### config.mk
export PLATFORM = sky130hd
export DESIGN_NAME = piso_serializer
export DESIGN_NICKNAME = d
export VERILOG_FILES = /design/src/rtl/piso_serializer.sv
export SDC_FILE = /design/constraint.sdc
export NUM_CORES = 1
export LEC_CHECK = 0
export ABC_AREA = 1
export ABC_CLOCK_PERIOD_IN_PS = 1600
export CORE_MARGIN = 2
export CORE_UTILIZATION = 49
export CTS_CLUSTER_DIAMETER = 100
export DETAILED_ROUTE_END_ITERATION = 10
export GPL_TIMING_DRIVEN = 0
export PLACE_DENSITY_LB_ADDON = 0.12
export SYNTH_ARGS = -nofsm -noshare
export SYNTH_HDL_FRONTEND = slang
export SYNTH_SLANG_ARGS = --single-unit
export TNS_END_PERCENT = 20
### constraint.sdc
create_clock -name clk -period 1.6 [get_ports clk]
set_input_delay 0.16 -clock clk [delete_from_list [all_inputs] [get_ports clk]]
set_output_delay 0.16 -clock clk [all_outputs]
set_load 0.01 [all_outputs]
### src/rtl/piso_serializer.sv
// Parallel-in, serial-out transmitter, MSB first, with valid/ready load.
// Define PIS_PARITY_EN to append an even-parity bit to each frame.
module piso_serializer #(
  parameter int WIDTH = 8
) (
  input  logic             clk,
  input  logic             rst_n,
  input  logic             load_valid,
  output logic             load_ready,
  input  logic [WIDTH-1:0] din,
  output logic             sout,
  output logic             sout_en,
  output logic             busy,
  output logic             done
);

  localparam int CW = $clog2(WIDTH + 1);

  localparam logic [1:0] IDLE   = 2'd0;
  localparam logic [1:0] SHIFT  = 2'd1;
`ifdef PIS_PARITY_EN
  localparam logic [1:0] PARITY = 2'd2;
`endif

  logic [1:0]       state;
  logic [WIDTH-1:0] shreg;
  logic [CW-1:0]    cnt;
  logic             done_q;
`ifdef PIS_PARITY_EN
  logic             par_q;
`endif

  always_ff @(posedge clk or negedge rst_n) begin
    if (!rst_n) begin
      state  <= IDLE;
      shreg  <= '0;
      cnt    <= '0;
      done_q <= 1'b0;
`ifdef PIS_PARITY_EN
      par_q  <= 1'b0;
`endif
    end else begin
      done_q <= 1'b0;
      unique case (state)
        IDLE: begin
          if (load_valid) begin
            shreg <= din;
            cnt   <= CW'(WIDTH);
            state <= SHIFT;
`ifdef PIS_PARITY_EN
            par_q <= ^din;
`endif
          end
        end
        SHIFT: begin
          shreg <= shreg << 1;
          cnt   <= cnt - 1'b1;
          if (cnt == CW'(1)) begin
`ifdef PIS_PARITY_EN
            state  <= PARITY;
`else
            state  <= IDLE;
            done_q <= 1'b1;
`endif
          end
        end
`ifdef PIS_PARITY_EN
        PARITY: begin
          state  <= IDLE;
          done_q <= 1'b1;
        end
`endif
        default: state <= IDLE;
      endcase
    end
  end

  // All outputs decode registered state only.
  always_comb begin
    sout = 1'b0;
    unique case (1'b1)
      (state == SHIFT): sout = shreg[WIDTH-1];
`ifdef PIS_PARITY_EN
      (state == PARITY): sout = par_q;
`endif
      default: sout = 1'b0;
    endcase
  end

  assign sout_en    = (state != IDLE);
  assign busy       = (state != IDLE);
  assign load_ready = (state == IDLE);
  assign done       = done_q;

endmodule
== Word-level counts from Yosys, hierarchy flattened ==
Index checks and enable logic that the tools add are counted.

* Add/sub/neg operators: 1
* Equal/unequal tests: 4
* Muxes and demuxes: 10
* Reductions and logical operators: 5

{| class="wikitable"
|+ Operators by type and width
! cell !! number
|-
| 8-bit case mux with 2 select lines || 1
|-
| 8-bit two-way mux || 1
|-
| 4-bit case mux with 2 select lines || 1
|-
| 4-bit by 1-bit == test with 1-bit output (second input constant) || 1
|-
| 2-bit two-way mux || 2
|-
| 4-bit two-way mux || 1
|-
| 2-bit inequality test (second input constant) || 2
|-
| 2-bit case mux with 2 select lines || 1
|-
| 2-bit AND reduction || 2
|-
| 2-bit nonzero test || 2
|-
| 4-bit by 1-bit subtractor with 4-bit output (second input constant) || 1
|-
| 1-bit two-way mux || 3
|-
| 2-bit by 1-bit == test with 1-bit output (second input constant) || 1
|-
| 2-bit logical NOT || 1
|}

* Register bits after elaboration: 15
* Logic and storage cells: 24

== Depth between registers and ports, before layout ==
* Depth in word-level cells: 3
* Mapped depth: 5

== Least setup slack after synthesis ==
OpenSTA, ideal clock, no wires.

* Kind: flip-flop to flip-flop
* Start: register state[0]
* End: register cnt[3]
* Setup time: 0.117 ns
* Arrival: 0.898 ns
* Required time: 1.483 ns
* Path slack: 0.585 ns
* Stages on the path, launching flop included: 6
* Buffers on the path: 0
* Clock period less this slack: 1.015 ns
* Path through: dfrtp_1 inv_1 nor2_1 nand2_1 nor2_1 nor2_1

* Cells in the longest elaborated chain, start to end: 3
* Elaborated cells on any way between the ends: 6
* Classes of those cells: eq/ne (2); mux (1); reduce/logical (3)

{| class="wikitable"
|+ RTL lines
! element !! RTL line !! RTL
|-
| from (decl) || 25 || <nowiki>logic [1:0] state;</nowiki>
|-
| from (signal assigned) || 35 || <nowiki>state <= IDLE;</nowiki>
|-
| from (signal assigned) || 49 || <nowiki>state <= SHIFT;</nowiki>
|-
| from (signal assigned) || 62 || <nowiki>state <= IDLE;</nowiki>
|-
| 2-bit logical NOT * || n/a ||
|-
| via load_ready || 9 || <nowiki>output logic load_ready,</nowiki>
|-
| 2-bit inequality test (no source line) or 2-bit nonzero test (tied branches) || n/a ||
|-
| 2-bit AND reduction (no source line) || n/a ||
|-
| to (signal assigned) || 48 || <nowiki>cnt <= CW'(WIDTH);</nowiki>
|-
| to (signal assigned) || 57 || <nowiki>cnt <= cnt - 1'b1;</nowiki>
|-
| to (decl) || 27 || <nowiki>logic [CW-1:0] cnt;</nowiki>
|}

Mark *: on every way through the listed nets, which the timed path passes. The rest lies on a longest branch.
A chain may end at the register's enable or synchronous reset.

== Final worst setup path ==
* Start: register state[0]
* End: output sout_en

* Cells in the longest elaborated chain, start to end: 1

{| class="wikitable"
|+ RTL lines
! element !! RTL line !! RTL
|-
| 2-bit nonzero test || 90 || <nowiki>assign sout_en = (state != IDLE);</nowiki>
|-
| to (decl) || 12 || <nowiki>output logic sout_en,</nowiki>
|}

No other way between the ends.

==> out/metrics.yaml <==
ys_seq_area_share_pct: 53.74
min_period_ps: 1517
hp-class: "in2async"
routed_wl_um: 1229
area_growth_pct: 33.59
antenna_found_initial: 0
initial_core_util_pct: 51.38
r2r_cells: 3
grt_pass1_vias: 443
route.vias.total: 553
io_buffers: 15
critPathCaptureType: "output pin"
coreArea_mm2: 0.001269
cts.path.max_buffers: 2
r2r_slack_ps: 480
fillers: 103
path_max_fanout: 6
tightest_slew_ps: 622.9
rr_endpoint: "cnt[0]$_DFFE_PN0P_"
grt_max_degree: 15
critPathLaunch: "state[0]$_DFFE_PN0P_"
synth_top_cell_area_share_pct: 53.74
final_antenna_net_count: 0
grt_usage_pct: 17.57
drt_first_pass_iters: 4
postSynthCellCount: 79
synth_top_cell_by_area: "dfrtp_1"
ys_types: 15
clkSinkCount: 14
dieHeight_um: 40.48
slew_violations: 0
ctsHtreeMaxLevel: 1
cp.arrival_ps: 1360
endpoint: "sout_en"
diodes: 0
die_w_um: 40.48
cts_tree: "done"
row_count: 13
total_power_uw: 1331
fin_skew_ps: 3.422
clock.fmax_mhz: 659.3
p_leak_uw: 0.0004619
irDropWorstVdd_mv: 0.9819
clkTransAtPathRegs_ps: 80
ys_ff_latch: 14
tns_ps: 0
timing_worst_setup_path_type: "reg2out"
synth.area.top_cells: "dfrtp_1 (54%), nand2_1 (17%), nand3_1 (4.6%), inv_1 (4.6%), nor2_1 (4.6%)"
status: "finished clean"
clock-root-buffer: "clkbuf_4"
crit_required_ps: 1440
viasPerCell: 4.851
setup_viol: 0
grt_overflow: 0
rr_startpoint: "state[0]$_DFFE_PN0P_"
drtIter0Drc: 10
netlist_area_um2: 651.9
gp_congestion: 0.7913
synth.avg_cell_area_um2: 8.252
hold_viol: 0
clk_latency_ps: 280
syn_nets: 92
power_density_mw_per_mm2: 1528
grt_pass1_wl_um: 1835
die_area_mm2: 0.001638
fin_nets: 113
min_period_over_period_pct: 94.79
dp_hpwl_um: 840.6
wire_per_inst_um: 10.78
rsz0062_at_grt: "no"
cap_violations: 0
ctsHoldBuffers: 0
cts_buffers: 3
crit_path_start_kind: "flip-flop"
ioPinCount: 16
yosys_warnings: 0
drive_gt1_share_pct: 13.13
final_util_pct: 68.64
slew_headroom_pct: 58.35
drc_errors: 0
[routing by layer]
metal | vias up | track usage, % | share of wire (%) | routed length [um]
met5 | - | 0 | 0 | 0
met4 | 0 | 12.50 | 2.0 | 25
met3 | 4 | 3.333 | 5.0 | 62
met1 | 249 | 22.84 | 51 | 622
li1 | 286 | - | - | -
met2 | 14 | 25.79 | 42 | 519
[cell usage after synthesis]
| library cell | count |
|---|---|
| a21oi_1 | 1 |
| buf_4 | 1 |
| buf_6 | 1 |
| dfrtp_1 | 14 |
| ha_1 | 2 |
| inv_1 | 8 |
| inv_2 | 1 |
| nand2_1 | 30 |
| nand3_1 | 6 |
| nor2_1 | 8 |
| nor2_2 | 2 |
| nor3_2 | 1 |
| o211ai_1 | 1 |
| o21ai_0 | 2 |
| o22ai_1 | 1 |
[state kept, by name, summed over array words and instances (netlist names)]
name and flops:
cnt 4, done 1, shreg 8, state 1
[worst min path at each step]
stage                                  start                    to  slack, ps  cells after the start
after floorplan                        rst_n    cnt[0]$_DFFE_PN0P_       -140                      0
after global placement    cnt[3]$_DFFE_PN0P_        done$_DFF_PN0_        440                      1
after detailed placement  cnt[3]$_DFFE_PN0P_        done$_DFF_PN0_        450                      1
after CTS                              rst_n  shreg[6]$_DFFE_PN0P_        280                      1
after global routing                   rst_n  shreg[7]$_DFFE_PN0P_        320                      1
final                                  rst_n    cnt[0]$_DFFE_PN0P_        260                      1
[cell type report]
class	count	area, um^2	share of cell area (%)
Inverter	9	33.78	3.879
Sequential cell	14	351.6	40.37
Tap cell	15	18.77	2.155
Multi-Input combinational cell	54	249.0	28.59
Buffer	2	18.77	2.155
Timing Repair Buffer	16	162.7	18.68
Clock buffer	4	36.28	4.167
[report_power, final]
part | total, uW | switching (uW) | internal (uW)
registers | 564 | 86.9 | 477
clock network | 254 | 115 | 139
logic | 513 | 267 | 246
total | 1330 | 469 | 861
[kinds of logic (layout without fill, tap and decap cells)]
kind of cell | Yosys count | in the layout | share of synthesized area (%)
adder cells (fa/ha/maj) | 2 | 2 | 3.838
AND/OR/NAND/NOR | 47 | 47 | 29.94
buffers and inverters | 11 | 31 | 8.061
AO/OA/AOI/OAI | 5 | 5 | 4.415
flip-flops | 14 | 14 | 53.74
[worst max-delay path, stage by stage, from the launching register on]
cell	delay, ps
dfrtp_2	440
buf_4	120
clkdlybuf4s50_1	510
[timing repair]
item	4_1_cts	5_1_grt
hold endpoints to repair	0	0
gates resized for setup	2	2
setup buffers	1	0
endpoints found under the setup margin	2	2
[through the flow]
| stage | worst slack, ps | hold WS (ps) | area (um^2) | cells |
|---|---|---|---|---|
| 6_report | 83.33 | 259.7 | 870.8 | 114 |
| 3_5_place_dp | 222.4 | 446.6 | 820.8 | 109 |
| 5_1_grt | 37.96 | 322.0 | 870.8 | 114 |
| 4_1_cts | 6.159 | 284.1 | 865.8 | 114 |
| 3_3_place_gp | 224.4 | 440.9 | 820.8 | 109 |
| 2_1_floorplan | 585.0 | -135.6 | 651.9 | 79 |
[cells in the final DEF (no fill, tap or decap), types with 2 or more instances in the layout]
cell type        Yosys  final
buf_4                1      2
clkbuf_4             0      3
clkdlybuf4s50_1      0     13
dfrtp_1             14     13
dlymetal6s2s_1       0      2
ha_1                 2      2
inv_1                8      7
inv_2                1      2
nand2_1             30     30
nand3_1              6      6
nor2_1               8      8
nor2_2               2      2
o21ai_0              2      2
Power figures use the tool's default switching activity.
